<file path="src/rtl/seg_scan_controller_if.sv">
// Control and display signals between the seven-segment scan controller and its host.
// Clock and reset are plain ports on the controller, not part of this bundle.
interface seg_scan_controller_if;
    logic        enable;
    logic [15:0] value_in;
    logic        load;
    logic        lz_en;
    logic [3:0]  disp_val;
    logic [3:0]  anode;
    logic        frame_done;

    modport master (
        output enable, value_in, load, lz_en,
        input  disp_val, anode, frame_done
    );

    modport slave (
        input  enable, value_in, load, lz_en,
        output disp_val, anode, frame_done
    );
endinterface

</file>
<file path="src/rtl/seg_scan_controller.sv">
// Four-digit common-anode seven-segment scanner with inter-digit blanking,
// frame-synchronous value update and optional leading-zero suppression.
//
// state | meaning
// IDLE  | display dark, idx=0, waiting for enable
// BLANK | all anodes off, disp_val preset to nibble of idx
// ON    | anode[idx] low (unless suppressed) for ON_CYCLES
module seg_scan_controller #(
    parameter int unsigned ON_CYCLES    = 100000,
    parameter int unsigned BLANK_CYCLES = 1000,
    parameter int unsigned CNT_W        = 17
) (
    input  logic                   clk,
    input  logic                   rst_n,
    seg_scan_controller_if.slave   bus
);

    typedef enum logic [1:0] {
        ST_IDLE  = 2'd0,
        ST_BLANK = 2'd1,
        ST_ON    = 2'd2
    } state_t;

    localparam logic [CNT_W-1:0] ON_LAST    = CNT_W'(ON_CYCLES - 1);
    localparam logic [CNT_W-1:0] BLANK_LAST = CNT_W'(BLANK_CYCLES - 1);

    state_t            state_q, state_d;
    logic [1:0]        idx_q, idx_d;
    logic [CNT_W-1:0]  cnt_q, cnt_d;
    logic [15:0]       shadow_q, shadow_d;
    logic [15:0]       shown_q, shown_d;
    logic              pending_q, pending_d;
    logic [3:0]        disp_val_q, disp_val_d;
    logic [3:0]        anode_q, anode_d;
    logic              frame_done_q, frame_done_d;

    logic [1:0]        next_idx;
    logic [15:0]       frame_src;

    // Digit i is dark when it and every digit above it are zero; digit 0 always shows.
    function automatic logic digit_blank(input logic [15:0] v, input logic [1:0] i);
        case (i)
            2'd3:    digit_blank = (v[15:12] == 4'h0);
            2'd2:    digit_blank = (v[15:8]  == 8'h00);
            2'd1:    digit_blank = (v[15:4]  == 12'h000);
            default: digit_blank = 1'b0;
        endcase
    endfunction

    always_comb begin
        state_d      = state_q;
        idx_d        = idx_q;
        cnt_d        = cnt_q;
        shadow_d     = shadow_q;
        shown_d      = shown_q;
        pending_d    = pending_q;
        disp_val_d   = disp_val_q;
        anode_d      = anode_q;
        frame_done_d = 1'b0;

        next_idx  = idx_q + 2'd1;
        // Value the next frame will show, so digit 0 can be preset before its slot.
        frame_src = pending_q ? shadow_q : shown_q;

        if (!bus.enable) begin
            state_d = ST_IDLE;
            idx_d   = 2'd0;
            cnt_d   = '0;
            anode_d = 4'b1111;
        end else begin
            case (state_q)
                ST_IDLE: begin
                    state_d    = ST_BLANK;
                    idx_d      = 2'd0;
                    cnt_d      = '0;
                    anode_d    = 4'b1111;
                    disp_val_d = frame_src[3:0];
                end
                ST_BLANK: begin
                    if (cnt_q == BLANK_LAST) begin
                        state_d = ST_ON;
                        cnt_d   = '0;
                        if (idx_q == 2'd0 && pending_q) begin
                            shown_d    = shadow_q;
                            pending_d  = 1'b0;
                            disp_val_d = shadow_q[3:0];
                        end
                        if (bus.lz_en && digit_blank(shown_q, idx_q))
                            anode_d = 4'b1111;
                        else
                            anode_d = ~(4'b0001 << idx_q);
                    end else begin
                        cnt_d = cnt_q + CNT_W'(1);
                    end
                end
                ST_ON: begin
                    if (cnt_q == ON_LAST) begin
                        state_d      = ST_BLANK;
                        cnt_d        = '0;
                        idx_d        = next_idx;
                        anode_d      = 4'b1111;
                        frame_done_d = (idx_q == 2'd3);
                        if (next_idx == 2'd0)
                            disp_val_d = frame_src[3:0];
                        else
                            disp_val_d = shown_q[{next_idx, 2'b00} +: 4];
                    end else begin
                        cnt_d = cnt_q + CNT_W'(1);
                    end
                end
                default: begin
                    state_d = ST_IDLE;
                    idx_d   = 2'd0;
                    cnt_d   = '0;
                    anode_d = 4'b1111;
                end
            endcase
        end

        // A load on the frame-boundary edge lands after the copy, so it waits a frame.
        if (bus.load) begin
            shadow_d  = bus.value_in;
            pending_d = 1'b1;
        end
    end

    always_ff @(posedge clk or negedge rst_n) begin
        if (!rst_n) begin
            state_q      <= ST_IDLE;
            idx_q        <= 2'd0;
            cnt_q        <= '0;
            shadow_q     <= 16'h0000;
            shown_q      <= 16'h0000;
            pending_q    <= 1'b0;
            disp_val_q   <= 4'h0;
            anode_q      <= 4'b1111;
            frame_done_q <= 1'b0;
        end else begin
            state_q      <= state_d;
            idx_q        <= idx_d;
            cnt_q        <= cnt_d;
            shadow_q     <= shadow_d;
            shown_q      <= shown_d;
            pending_q    <= pending_d;
            disp_val_q   <= disp_val_d;
            anode_q      <= anode_d;
            frame_done_q <= frame_done_d;
        end
    end

    assign bus.disp_val   = disp_val_q;
    assign bus.anode      = anode_q;
    assign bus.frame_done = frame_done_q;

endmodule
</file>
<file path="src/flat_wrapper.sv">
// flat-port wrapper written by rule: the top's interface ports become plain ports
module seg_scan_controller_flat 
#(
    parameter int unsigned ON_CYCLES    = 100000,
    parameter int unsigned BLANK_CYCLES = 1000,
    parameter int unsigned CNT_W        = 17
)
  (clk, rst_n, bus_enable, bus_value_in, bus_load, bus_lz_en, bus_disp_val, bus_anode, bus_frame_done);
  seg_scan_controller_if bus_i ();
  input  logic clk;
  input  logic rst_n;
  input wire logic [$bits(bus_i.enable)-1:0] bus_enable;
  input wire logic [$bits(bus_i.value_in)-1:0] bus_value_in;
  input wire logic [$bits(bus_i.load)-1:0] bus_load;
  input wire logic [$bits(bus_i.lz_en)-1:0] bus_lz_en;
  output wire logic [$bits(bus_i.disp_val)-1:0] bus_disp_val;
  output wire logic [$bits(bus_i.anode)-1:0] bus_anode;
  output wire logic [$bits(bus_i.frame_done)-1:0] bus_frame_done;
  assign bus_i.enable = bus_enable;
  assign bus_i.value_in = bus_value_in;
  assign bus_i.load = bus_load;
  assign bus_i.lz_en = bus_lz_en;
  assign bus_disp_val = bus_i.disp_val;
  assign bus_anode = bus_i.anode;
  assign bus_frame_done = bus_i.frame_done;
  seg_scan_controller #(.ON_CYCLES(ON_CYCLES), .BLANK_CYCLES(BLANK_CYCLES), .CNT_W(CNT_W)) u_core (.clk(clk), .rst_n(rst_n), .bus(bus_i));
endmodule
</file>
<file path="config.mk">
export PLATFORM = sky130hd
export DESIGN_NAME = seg_scan_controller_flat
export DESIGN_NICKNAME = d
export VERILOG_FILES = /design/src/rtl/seg_scan_controller_if.sv /design/src/rtl/seg_scan_controller.sv /design/src/flat_wrapper.sv
export SDC_FILE = /design/constraint.sdc
export NUM_CORES = 1
export LEC_CHECK = 0
export BUFFER_PORTS_ARGS = -buffer_cell sky130_fd_sc_hd__buf_2
export CAP_MARGIN = 20
export CORE_ASPECT_RATIO = 0.9
export CORE_MARGIN = 2
export CORE_UTILIZATION = 50
export CTS_CLUSTER_DIAMETER = 60
export DETAILED_ROUTE_END_ITERATION = 10
export PLACE_DENSITY_LB_ADDON = 0.1
export SETUP_SLACK_MARGIN = 0.2
export SYNTH_ARGS = -nofsm -noshare
export SYNTH_HDL_FRONTEND = slang
export SYNTH_SLANG_ARGS = --single-unit
export TNS_END_PERCENT = 10
</file>
<file path="constraint.sdc">
create_clock -name clk -period 2.7 [get_ports clk]
set_input_delay 0.27 -clock clk [delete_from_list [all_inputs] [get_ports clk]]
set_output_delay 0.27 -clock clk [all_outputs]
set_load 0.02 [all_outputs]
</file>
==> results_dict.tcl <==
set metrics [dict create \
    r2r_start "u_core.cnt_q[13]$_DFF_PN0_" \
    num-fill-cells 517 \
    cts_made_buffers 9 \
    gr-total-overflow 0 \
    worstPathBufferInverterCount 0 \
    hold-worst-slack_ns 0.0833 \
    ys_seq_elements 63 \
    root_buffer "clkbuf_8" \
    clock_skew_ns 0.00499 \
    synthesis.area_sq_um 3060 \
    synthMuxAreaShare 0.168 \
    synth_flop_cell "dfrtp_1" \
    crit_arrival_ns 2.58 \
    setup-violations-final 0 \
    io_pins 30 \
    hold_path.class "input port to asynchronous set/reset pin" \
    reg2reg_depth 5 \
    cts_sinks 63 \
    synth-simple-area-share 0.152 \
    syn_inst 253 \
    netlist_top_cells_area "dfrtp_1 48%, mux2_2 12%, ha_1 4.5%" \
    leakage_nw 1.55 \
    wl_met3_um 302 \
    cp_slowest_cell "or4_4" \
    drv_slew 0 \
    synthAdderAreaFrac 0.0449 \
    grt_usage 0.189 \
    critPathMaxFanout 6 \
    route.detailed.drc 0 \
    finalCritPeriodShare 0.871 \
    first_iter_violations 106 \
    utilization 0.583 \
    synth_top_family_by_area "multiplexers" \
    tns_ns 0 \
    drt-vias-per-instance 5.55 \
    outcome "finished, final reports clean" \
    timing.rr.end "u_core.bus.disp_val[2]$_DFFE_PN0P_" \
    nNetsFinal 323 \
    synth_edf_count 0 \
    initial_core_util 0.510 \
    ys_warn_count 0 \
    avgRoutedWirePerCell_um 15.2 \
    wl_met2_um 2430 \
    critPathMostFrequentCell "nor4_4" \
    ant_nets 0 \
    tightest_slew_ns 0.771 \
    synth_common_cells "59 x dfrtp_1, 34 x mux2_2, 23 x nor2_1" \
    die_area_sq_um 6770 \
    rows 27 \
    cap_violations 0 \
    syn_avg_cell_area_sq_um 12.1 \
    powerDensity_nw_per_um2 566 \
    synthArstFlopShare 1.00 \
    power.total_mw 1.99 \
    hold_viol 0 \
    grt_pass1_wl_um 9740 \
    die_h_um 78.3 \
    clkTransAtPathRegs_ns 0.07 \
    period_needed_ns 2.35 \
    synth_xor_xnor_area_share 0.0429 \
    antenna_found_initial 0 \
    syn2layout_area_growth_pct 14.5 \
    clockBufferDepth 2 \
    crit_family "simple AND/OR/NAND/NOR gates" \
    first_pass_iters 4 \
    grt_max_degree 64 \
    postCtsSetupRepairBufs 0 \
    cts_tree "yes" \
    worst-r2r-setup-slack_ns 0.35 \
    highest_layer "met4" \
    rsz0062_at_grt "false" \
    path_cells "or4_4, nor4_4, a21boi_2, nor4_4, mux2_2" \
    synth_most_common_cell "dfrtp_1" \
    multi_input_area_sq_um 1440 \
    start_kind "register" \
    hpwl_um 4040 \
    worstPathRequired_ns 2.92 \
    irDropWorstVdd_v 0.000332 \
    layout.area.seq_sq_um 1580 \
    routabilityCongestion 0.834 \
    drt-met1-wl_um 2790 \
    max_freq_mhz 425 \
    crit_path_end_kind "register" \
    cts_max_level 3 \
    antennaDiodeCount 0 \
    die_w_um 86.5 \
    drive_gt1_frac 0.328 \
    syn-num-nets 285 \
    synth_top_cell_by_area "dfrtp_1" \
    slowest_delay_ns 0.57 \
    vias 2042 \
    port_buffers 29 \
    slew_headroom 0.486 \
    synthDistinctLibCells 45 \
    seq_area_frac_synth 0.516 \
    insertion_delay_ns 0.33 \
    core_region_area_sq_um 6010 \
    synth_compound_gate_area_share 0.0584 \
    wl_um 5610 \
    synth_top_area_frac 0.482 \
    grt_pass1_vias 1985 \
    critPathKind "register to register" \
]
-- worst register-to-register path, cell delays in order, from the launching register on --
cell and delay [ns]:
dfrtp_1 0.42, or4_4 0.57, nor4_4 0.34, a21boi_2 0.17
nor4_4 0.37, mux2_2 0.38
-- worst max path at each step --
stage	from	end	slack, ns	cells after the start
after CTS	u_core.cnt_q[0]$_DFF_PN0_	u_core.bus.disp_val[2]$_DFFE_PN0P_	0.24	6
after global routing	u_core.cnt_q[0]$_DFF_PN0_	u_core.shown_q[1]$_DFFE_PN0P_	0.21	6
after global placement	u_core.cnt_q[0]$_DFF_PN0_	u_core.bus.disp_val[0]$_DFFE_PN0P_	0.35	6
after detailed placement	u_core.cnt_q[0]$_DFF_PN0_	u_core.bus.disp_val[2]$_DFFE_PN0P_	0.25	6
final	u_core.cnt_q[13]$_DFF_PN0_	u_core.bus.disp_val[2]$_DFFE_PN0P_	0.35	5
after floorplan	u_core.idx_q[0]$_DFFE_PN0P_	u_core.bus.disp_val[3]$_DFFE_PN0P_	0.37	7
-- sequential cells by signal (all words and copies together), names as in the netlist --
| name | flops |
|---|---|
| u_core.cnt_q | 17 |
| u_core.shadow_q | 16 |
| u_core.shown_q | 16 |
| u_core.bus.anode | 4 |
| u_core.bus.disp_val | 4 |
| u_core.idx_q | 2 |
| u_core.state_q | 2 |
| u_core.bus.frame_done | 1 |
| u_core.pending_q | 1 |
-- cells in the final DEF, fill, tap and decap left out, drive strengths merged, types with 3 or more instances in the layout --
cell type	count
a21boi	3
a22oi	4
buf	33
clkbuf	11
clkinvlp	3
dfrtp	59
dfstp	4
ha	11
inv	7
mux2	36
mux4	4
nand2	22
nand3	10
nand4	4
nor2	23
nor4	9
o21ai	8
o22a	4
xnor2	6
xor2	9
-- kinds of logic after synthesis --
| group | after synthesis |
|---|---|
| AOI/OAI and AO/OA | 25 |
| DFF | 63 |
| muxes | 42 |
| and+or+nand+nor | 84 |
| xor gates and xnor gates | 15 |
| buffers and inverters | 13 |
| adders and majority gates | 11 |
-- cell type report --
type,count,share of cell area
Sequential cell,63,0.451
Clock buffer,11,0.0403
Inverter,7,0.00749
Clock inverter,5,0.0164
Tap cell,72,0.0257
Multi-Input combinational cell,177,0.409
Timing Repair Buffer,33,0.0499
-- where the power goes --
part           leakage (nW)  internal (mW)  switching, mW  total (mW)
logic                 0.645         0.0750         0.0963       0.171
registers             0.817          0.987         0.0232        1.01
clock network        0.0916          0.449          0.355       0.805
-- repair_timing --
item | 4_1_cts | 5_1_grt
resized for setup | 0 | 2
endpoints found under the setup margin | 0 | 25
hold buffers | 0 | 0
-- metal layers --
layer,global-route usage,vias up
met5,0,-
met1,0.279,998
met2,0.254,57
met3,0.0652,8
met4,0.0750,0
li1,-,979
-- metrics by stage --
step	setup WS, ns	instance area [sq um]	instances
2_1_floorplan	0.371	3060	253
5_1_grt	0.205	3510	368
6_report	0.350	3510	368
4_1_cts	0.240	3500	368
3_5_place_dp	0.245	3300	352
3_3_place_gp	0.347	3300	352
(Power assumes the default switching activity.)
